[config.mk]
export PLATFORM = sky130hd
export DESIGN_NAME = cv32e40s_uop_sequencer
export DESIGN_NICKNAME = d
export VERILOG_FILES = /design/src/rtl/cv32e40s_uop_sequencer.sv
export SDC_FILE = /design/constraint.sdc
export NUM_CORES = 1
export LEC_CHECK = 0
export BUFFER_PORTS_ARGS = -buffer_cell sky130_fd_sc_hd__clkbuf_2
export CORE_MARGIN = 2
export CORE_UTILIZATION = 45
export CTS_CLUSTER_SIZE = 30
export DETAILED_ROUTE_END_ITERATION = 7
export PLACE_DENSITY = 0.74
export SKIP_LAST_GASP = 1
export SLEW_MARGIN = 10
export SYNTH_ARGS = -nofsm -noshare
export SYNTH_HDL_FRONTEND = slang
export SYNTH_SLANG_ARGS = --single-unit
[constraint.sdc]
create_clock -name clk -period 8.1 [get_ports clk]
set_clock_uncertainty 0.2 [all_clocks]
set_input_delay 1.215 -clock clk [delete_from_list [all_inputs] [get_ports clk]]
set_output_delay 1.215 -clock clk [all_outputs]
set_load 0.05 [all_outputs]
[src/rtl/cv32e40s_uop_sequencer.sv]
// cv32e40s_uop_sequencer
// Expands a push / pop / popret stack descriptor into a stream of micro-ops:
// one SW or LW per listed register, then an ADDI_SP stack adjustment, and for
// popret a final JALR_RA.
//
// Ports
//   clk, rst           clock, asynchronous active-high reset
//   in_valid_i/ready_o descriptor handshake
//   in_kind_i          00 push, 01 pop, 10 popret, 11 reserved
//   in_nregs_i         register-list length
//   in_stack_adj_i     stack adjustment in bytes (unsigned)
//   kill_i             abort the running sequence
//   halt_i             freeze the sequencer
//   uop_valid_o/ready_i micro-op handshake
//   uop_op_o           00 SW, 01 LW, 10 ADDI_SP, 11 JALR_RA
//   uop_reg_o          data register for SW/LW, else 0
//   uop_imm_o          signed offset / addend (wraps modulo 2^OFFSET_W)
//   uop_first_o/last_o first / last micro-op of the sequence
//   busy_o             a sequence is in progress
//   illegal_o          one-cycle pulse after a rejected descriptor
module cv32e40s_uop_sequencer #(
    parameter int MAX_REGS = 13,
    parameter int OFFSET_W = 12
) (
    input  logic                clk,
    input  logic                rst,
    input  logic                in_valid_i,
    output logic                in_ready_o,
    input  logic [1:0]          in_kind_i,
    input  logic [3:0]          in_nregs_i,
    input  logic [OFFSET_W-1:0] in_stack_adj_i,
    input  logic                kill_i,
    input  logic                halt_i,
    output logic                uop_valid_o,
    input  logic                uop_ready_i,
    output logic [1:0]          uop_op_o,
    output logic [4:0]          uop_reg_o,
    output logic [OFFSET_W-1:0] uop_imm_o,
    output logic                uop_first_o,
    output logic                uop_last_o,
    output logic                busy_o,
    output logic                illegal_o
);

    typedef enum logic [1:0] {IDLE, SEQ, FINAL, RET} state_e;

    localparam logic [1:0] KIND_PUSH   = 2'b00;
    localparam logic [1:0] KIND_POPRET = 2'b10;
    localparam logic [1:0] KIND_RSVD   = 2'b11;

    localparam logic [1:0] OP_SW      = 2'b00;
    localparam logic [1:0] OP_LW      = 2'b01;
    localparam logic [1:0] OP_ADDI_SP = 2'b10;
    localparam logic [1:0] OP_JALR_RA = 2'b11;

    localparam logic [3:0] MAX_N = 4'(MAX_REGS);

    state_e                state_q, state_d;
    logic [3:0]            idx_q, idx_d;
    logic [1:0]            kind_q, kind_d;
    logic [3:0]            nregs_q, nregs_d;
    logic [OFFSET_W-1:0]   adj_q, adj_d;
    logic                  illegal_q, illegal_d;

    logic                  accept;
    logic                  handshake;
    logic                  desc_illegal;
    logic [OFFSET_W-1:0]   min_adj;
    logic [3:0]            idx_plus1;
    logic [OFFSET_W-1:0]   step;

    // Handshake qualifiers and descriptor legality.
    // min_adj is 4*n; OFFSET_W >= 8 so the 6-bit product always fits.
    always_comb begin
        in_ready_o   = (state_q == IDLE) && !halt_i && !kill_i;
        uop_valid_o  = (state_q != IDLE) && !halt_i && !kill_i;
        accept       = in_valid_i && in_ready_o;
        handshake    = uop_valid_o && uop_ready_i;
        min_adj      = {{(OFFSET_W-6){1'b0}}, in_nregs_i, 2'b00};
        desc_illegal = (in_kind_i == KIND_RSVD) ||
                       (in_nregs_i == 4'd0) ||
                       (in_nregs_i > MAX_N) ||
                       ((in_kind_i != KIND_PUSH) && (in_stack_adj_i < min_adj));
    end

    // Next-state logic. kill wins over everything; halt needs no explicit
    // branch because it already blocks both acceptance and handshakes.
    always_comb begin
        state_d   = state_q;
        idx_d     = idx_q;
        kind_d    = kind_q;
        nregs_d   = nregs_q;
        adj_d     = adj_q;
        illegal_d = accept && desc_illegal;

        if (kill_i) begin
            state_d = IDLE;
            idx_d   = 4'd0;
        end else begin
            case (state_q)
                IDLE: begin
                    if (accept && !desc_illegal) begin
                        kind_d  = in_kind_i;
                        nregs_d = in_nregs_i;
                        adj_d   = in_stack_adj_i;
                        idx_d   = 4'd0;
                        state_d = SEQ;
                    end
                end
                SEQ: begin
                    if (handshake) begin
                        idx_d = idx_q + 4'd1;
                        if (idx_q == nregs_q - 4'd1) begin
                            state_d = FINAL;
                        end
                    end
                end
                FINAL: begin
                    if (handshake) begin
                        idx_d   = 4'd0;
                        state_d = (kind_q == KIND_POPRET) ? RET : IDLE;
                    end
                end
                RET: begin
                    if (handshake) begin
                        idx_d   = 4'd0;
                        state_d = IDLE;
                    end
                end
                default: state_d = IDLE;
            endcase
        end
    end

    // Micro-op fields depend only on registered state, so they hold stable
    // while the consumer back-pressures. step is 4*(i+1).
    always_comb begin
        uop_op_o    = 2'b00;
        uop_reg_o   = 5'd0;
        uop_imm_o   = '0;
        uop_first_o = 1'b0;
        uop_last_o  = 1'b0;
        busy_o      = (state_q != IDLE);
        illegal_o   = illegal_q;
        idx_plus1   = idx_q + 4'd1;
        step        = {{(OFFSET_W-6){1'b0}}, idx_plus1, 2'b00};

        case (state_q)
            SEQ: begin
                uop_op_o    = (kind_q == KIND_PUSH) ? OP_SW : OP_LW;
                uop_imm_o   = (kind_q == KIND_PUSH) ? ('0 - step) : (adj_q - step);
                uop_first_o = (idx_q == 4'd0);
                case (idx_q)
                    4'd0:    uop_reg_o = 5'd1;
                    4'd1:    uop_reg_o = 5'd8;
                    4'd2:    uop_reg_o = 5'd9;
                    default: uop_reg_o = {1'b0, idx_q} + 5'd15;
                endcase
            end
            FINAL: begin
                uop_op_o   = OP_ADDI_SP;
                uop_imm_o  = (kind_q == KIND_PUSH) ? ('0 - adj_q) : adj_q;
                uop_last_o = (kind_q != KIND_POPRET);
            end
            RET: begin
                uop_op_o   = OP_JALR_RA;
                uop_last_o = 1'b1;
            end
            default: begin
                uop_op_o = 2'b00;
            end
        endcase
    end

    // State registers; reset clears the latched descriptor as well.
    always_ff @(posedge clk or posedge rst) begin
        if (rst) begin
            state_q   <= IDLE;
            idx_q     <= 4'd0;
            kind_q    <= 2'b00;
            nregs_q   <= 4'd0;
            adj_q     <= '0;
            illegal_q <= 1'b0;
        end else begin
            state_q   <= state_d;
            idx_q     <= idx_d;
            kind_q    <= kind_d;
            nregs_q   <= nregs_d;
            adj_q     <= adj_d;
            illegal_q <= illegal_d;
        end
    end

endmodule

==> summary.md <==
| Metric | Value |
|---|---|
| Mapped Cells | `roughly 280` |
| Peak Freq | `approximately 210 MHz` |
| Clk_lat worst skew | `0.26 ns` |
| First-pass iteration count of the detailed router | `4` |
| Final setup violation count | `0` |
| Hold slack | `0.3408 ns` |
| Die Ht | `about 76 um` |
| Async S/R FF share, synth | `100.0%` |
| Overall die width | `approximately 76 um` |
| Crit Path Class | `reg2out` |
| Period minus WS final | `~4.7 ns` |
| Crit path arrival time | `3.28 ns` |
| FF-to-FF setup slack | `roughly 5.5 ns` |
| # H-tree levels | `1` |
| Fin crit share | `57.95%` |
| Pwr Total | `0.8154 mW` |
| Final core occ | `around half` |
| Post-Place Cells | `roughly 380` |
| Number of remaining DRC errors | `0` |
| Initial antenna violation count | `0` |
| WL/cell | `roughly 14 um` |
| RePlAce Congestion | `approximately 0.8` |
| Mapped cell area | `around 2300 um^2` |
| Pre-CTS setup slack | `roughly 3.7 ns` |
| Critical path's slowest cell | `dfrtp_1` |
| Max Cap Violations | `0` |
| P_leak | `approximately 1.3 nW` |
| DR vias | `roughly 2100` |
| Share of layout cells above drive strength 1 | `between 20% and 30%` |
| P&R area growth vs syn | `12.55%` |
| Post-route setup slack | `3.406 ns` |
| CP top delay family | `adder cells` |
| Number of synthesized flops with an enable pin | `0` |
| Yosys cell types | `50` |
| Starting Density | `a little under half` |
| CP Data Required Time | `6.68 ns` |
| Synth top area cells | `dfrtp_1 (27%), mux2_2 (8.7%), ha_1 (8.6%), xnor2_1 (5.7%), nor2_1 (4.7%)` |
| ANT nets after route | `0` |
| Slew Limit Fails | `0` |
| Status | `complete, no violations` |
| Sinks on Clock Net | `25` |
| Top cell type's share of synthesized area | `a little over a quarter` |
| Total Routed Length | `approximately 5.3 mm` |
| PostCTS Resize Cnt | `0` |
| Worst path cell trace | `inv_1, ha_1, xnor2_1, ha_1, inv_1, a31oi_1, maj3_2, or4b_1, and3_1, clkbuf_2` |
| Fin area | `2615 um^2` |
| Vias in the first global route | `1897` |
| Worst Tran Pin Value | `1.160 ns` |
| CP peak stage delay | `around 0.58 ns` |
| Sequential share of the synthesized area | `about 27%` |
| Net Count, Synth | `between 300 and 400` |
| Layout net count | `357` |
| TNS Setup | `0 ns` |
| Largest net degree at the start of global routing | `26` |
| Die ar. | `between 5000 and 6000 um^2` |
| Clock Path Buffers | `2` |
| Mapped Avg Cell Area | `about 8.2 um^2` |
| Global-route wire length before repair | `8.832 mm` |
| Synth area leader | `dfrtp_1` |
| Peak VDD IR | `188.6 uV` |
| Ant. Diodes | `0` |
| Endpoints failing hold | `0` |
| Most common cell in the synthesized netlist | `nor2_1` |
| Final instance count without filler cells | `between 300 and 400` |
| CTS Buf Count | `3` |
| Rows | `26` |
| Yosys warnings | `0` |
| Hold Path Class | `reg2reg` |
| Core box area | `5042 um^2` |
| Vias per cell | `around 5.5` |
| Startpoint Class | `register` |
| CTS tree | `yes` |
| IO buf count | `48` |
| Area after DPL | `around 2600 um^2` |
| Post-CTS Hold Buffers | `0` |
| Post-CTS setup repair buffer count | `0` |
| CP bufs+invs | `3` |
| DR iter-0 viols | `around 160` |
| Unrepaired setup endpoints after global routing | `no` |
| Gr ovfl total | `0` |
| Synth Flop Type | `dfrtp_1` |
| Power density over the cells | `a little over 300 nW/um^2` |
| Synth cell count leaders | `nor2_1 (29), dfrtp_1 (25), inv_1 (22)` |
| #FFs+latches synth | `25` |
| # IOs | `between 40 and 50` |
| CP Capture Type | `output port` |
| Max-slew headroom | `22.40%` |
| Critical-path maximum fanout | `12` |
| Post-DP HPWL | `4.169 mm` |
| CTS clock-pin slew for the worst setup and hold paths | `0.08 ns` |
| CTS Root Cell | `clkbuf_8` |
| Overall routing resource usage | `around 20%` |
[flip-flops by register name, indices dropped and copies added (netlist names)]
name       flops
kind_q         2
state_q        2
adj_q         12
nregs_q        4
illegal_o      1
idx_q          4
[per-layer routing]
metal  up-vias  wire [um]  track usage [%]
met5         -          0                0
met4         0         65            5.263
met3         9        205            2.381
met2        50       2463            30.65
met1      1017       2589            28.50
li1       1065          -                -
[final cells by class]
cell class	instances	area, um^2
Timing Repair Buffer	48	240.2
Clock buffer	4	45.04
Tap cell	70	87.58
Sequential cell	25	625.6
Inverter	22	82.58
Fill cell	479	2427
Multi-Input combinational cell	217	1534
[layout by cell type, fill, tap and decap left out, types with 10 or more instances in the layout]
cell type | Yosys | final
xor2_1 | 10 | 10
ha_1 | 16 | 16
nand2_1 | 19 | 19
inv_1 | 22 | 22
nor2_1 | 29 | 29
clkbuf_2 | 0 | 48
nor3_1 | 10 | 10
a21oi_1 | 16 | 16
mux2_2 | 18 | 18
xnor2_1 | 15 | 15
dfrtp_1 | 25 | 25
[report_power, final]
part | internal (mW) | leakage [nW] | switching (mW) | total [mW]
clock network | 0.0351 | 0.0228 | 0.0364 | 0.0715
logic | 0.204 | 0.931 | 0.295 | 0.500
registers | 0.170 | 0.312 | 0.0742 | 0.244
[final timing paths]
check,from,end,cells after the start
setup / recovery,idx_q[0]$_DFFE_PP0P_,uop_imm_o[6],10
hold reg to reg,nregs_q[3]$_DFFE_PP0P_,nregs_q[3]$_DFFE_PP0P_,1
min in group asynchronous,rst,adj_q[8]$_DFFE_PP0P_,2
setup reg to reg,state_q[0]$_DFFE_PP0P_,state_q[1]$_DFFE_PP0P_,8
max in group asynchronous,rst,kind_q[0]$_DFFE_PP0P_,2
hold / removal,nregs_q[3]$_DFFE_PP0P_,nregs_q[3]$_DFFE_PP0P_,1
[worst register-to-register path: stages, from the launching register on]
cell and delay (ns):
dfrtp_1 0.41, inv_1 0.12, ha_1 0.29, nor3b_2 0.23
and2_1 0.19, nand2_1 0.06, o32a_1 0.43, or4_1 0.52
a21oi_1 0.13
[logic make-up after synthesis]
logic type | Yosys count | synth area share, %
AO/OA/AOI/OAI | 56 | 16.05
XOR/XNOR | 25 | 9.424
adder cells (fa/ha/maj) | 17 | 9.101
buffers and inverters | 40 | 7.055
flip-flops | 25 | 26.93
multiplexers | 21 | 10.02
AND/OR/NAND/NOR | 98 | 21.43
Power figures use the tool's default switching activity.
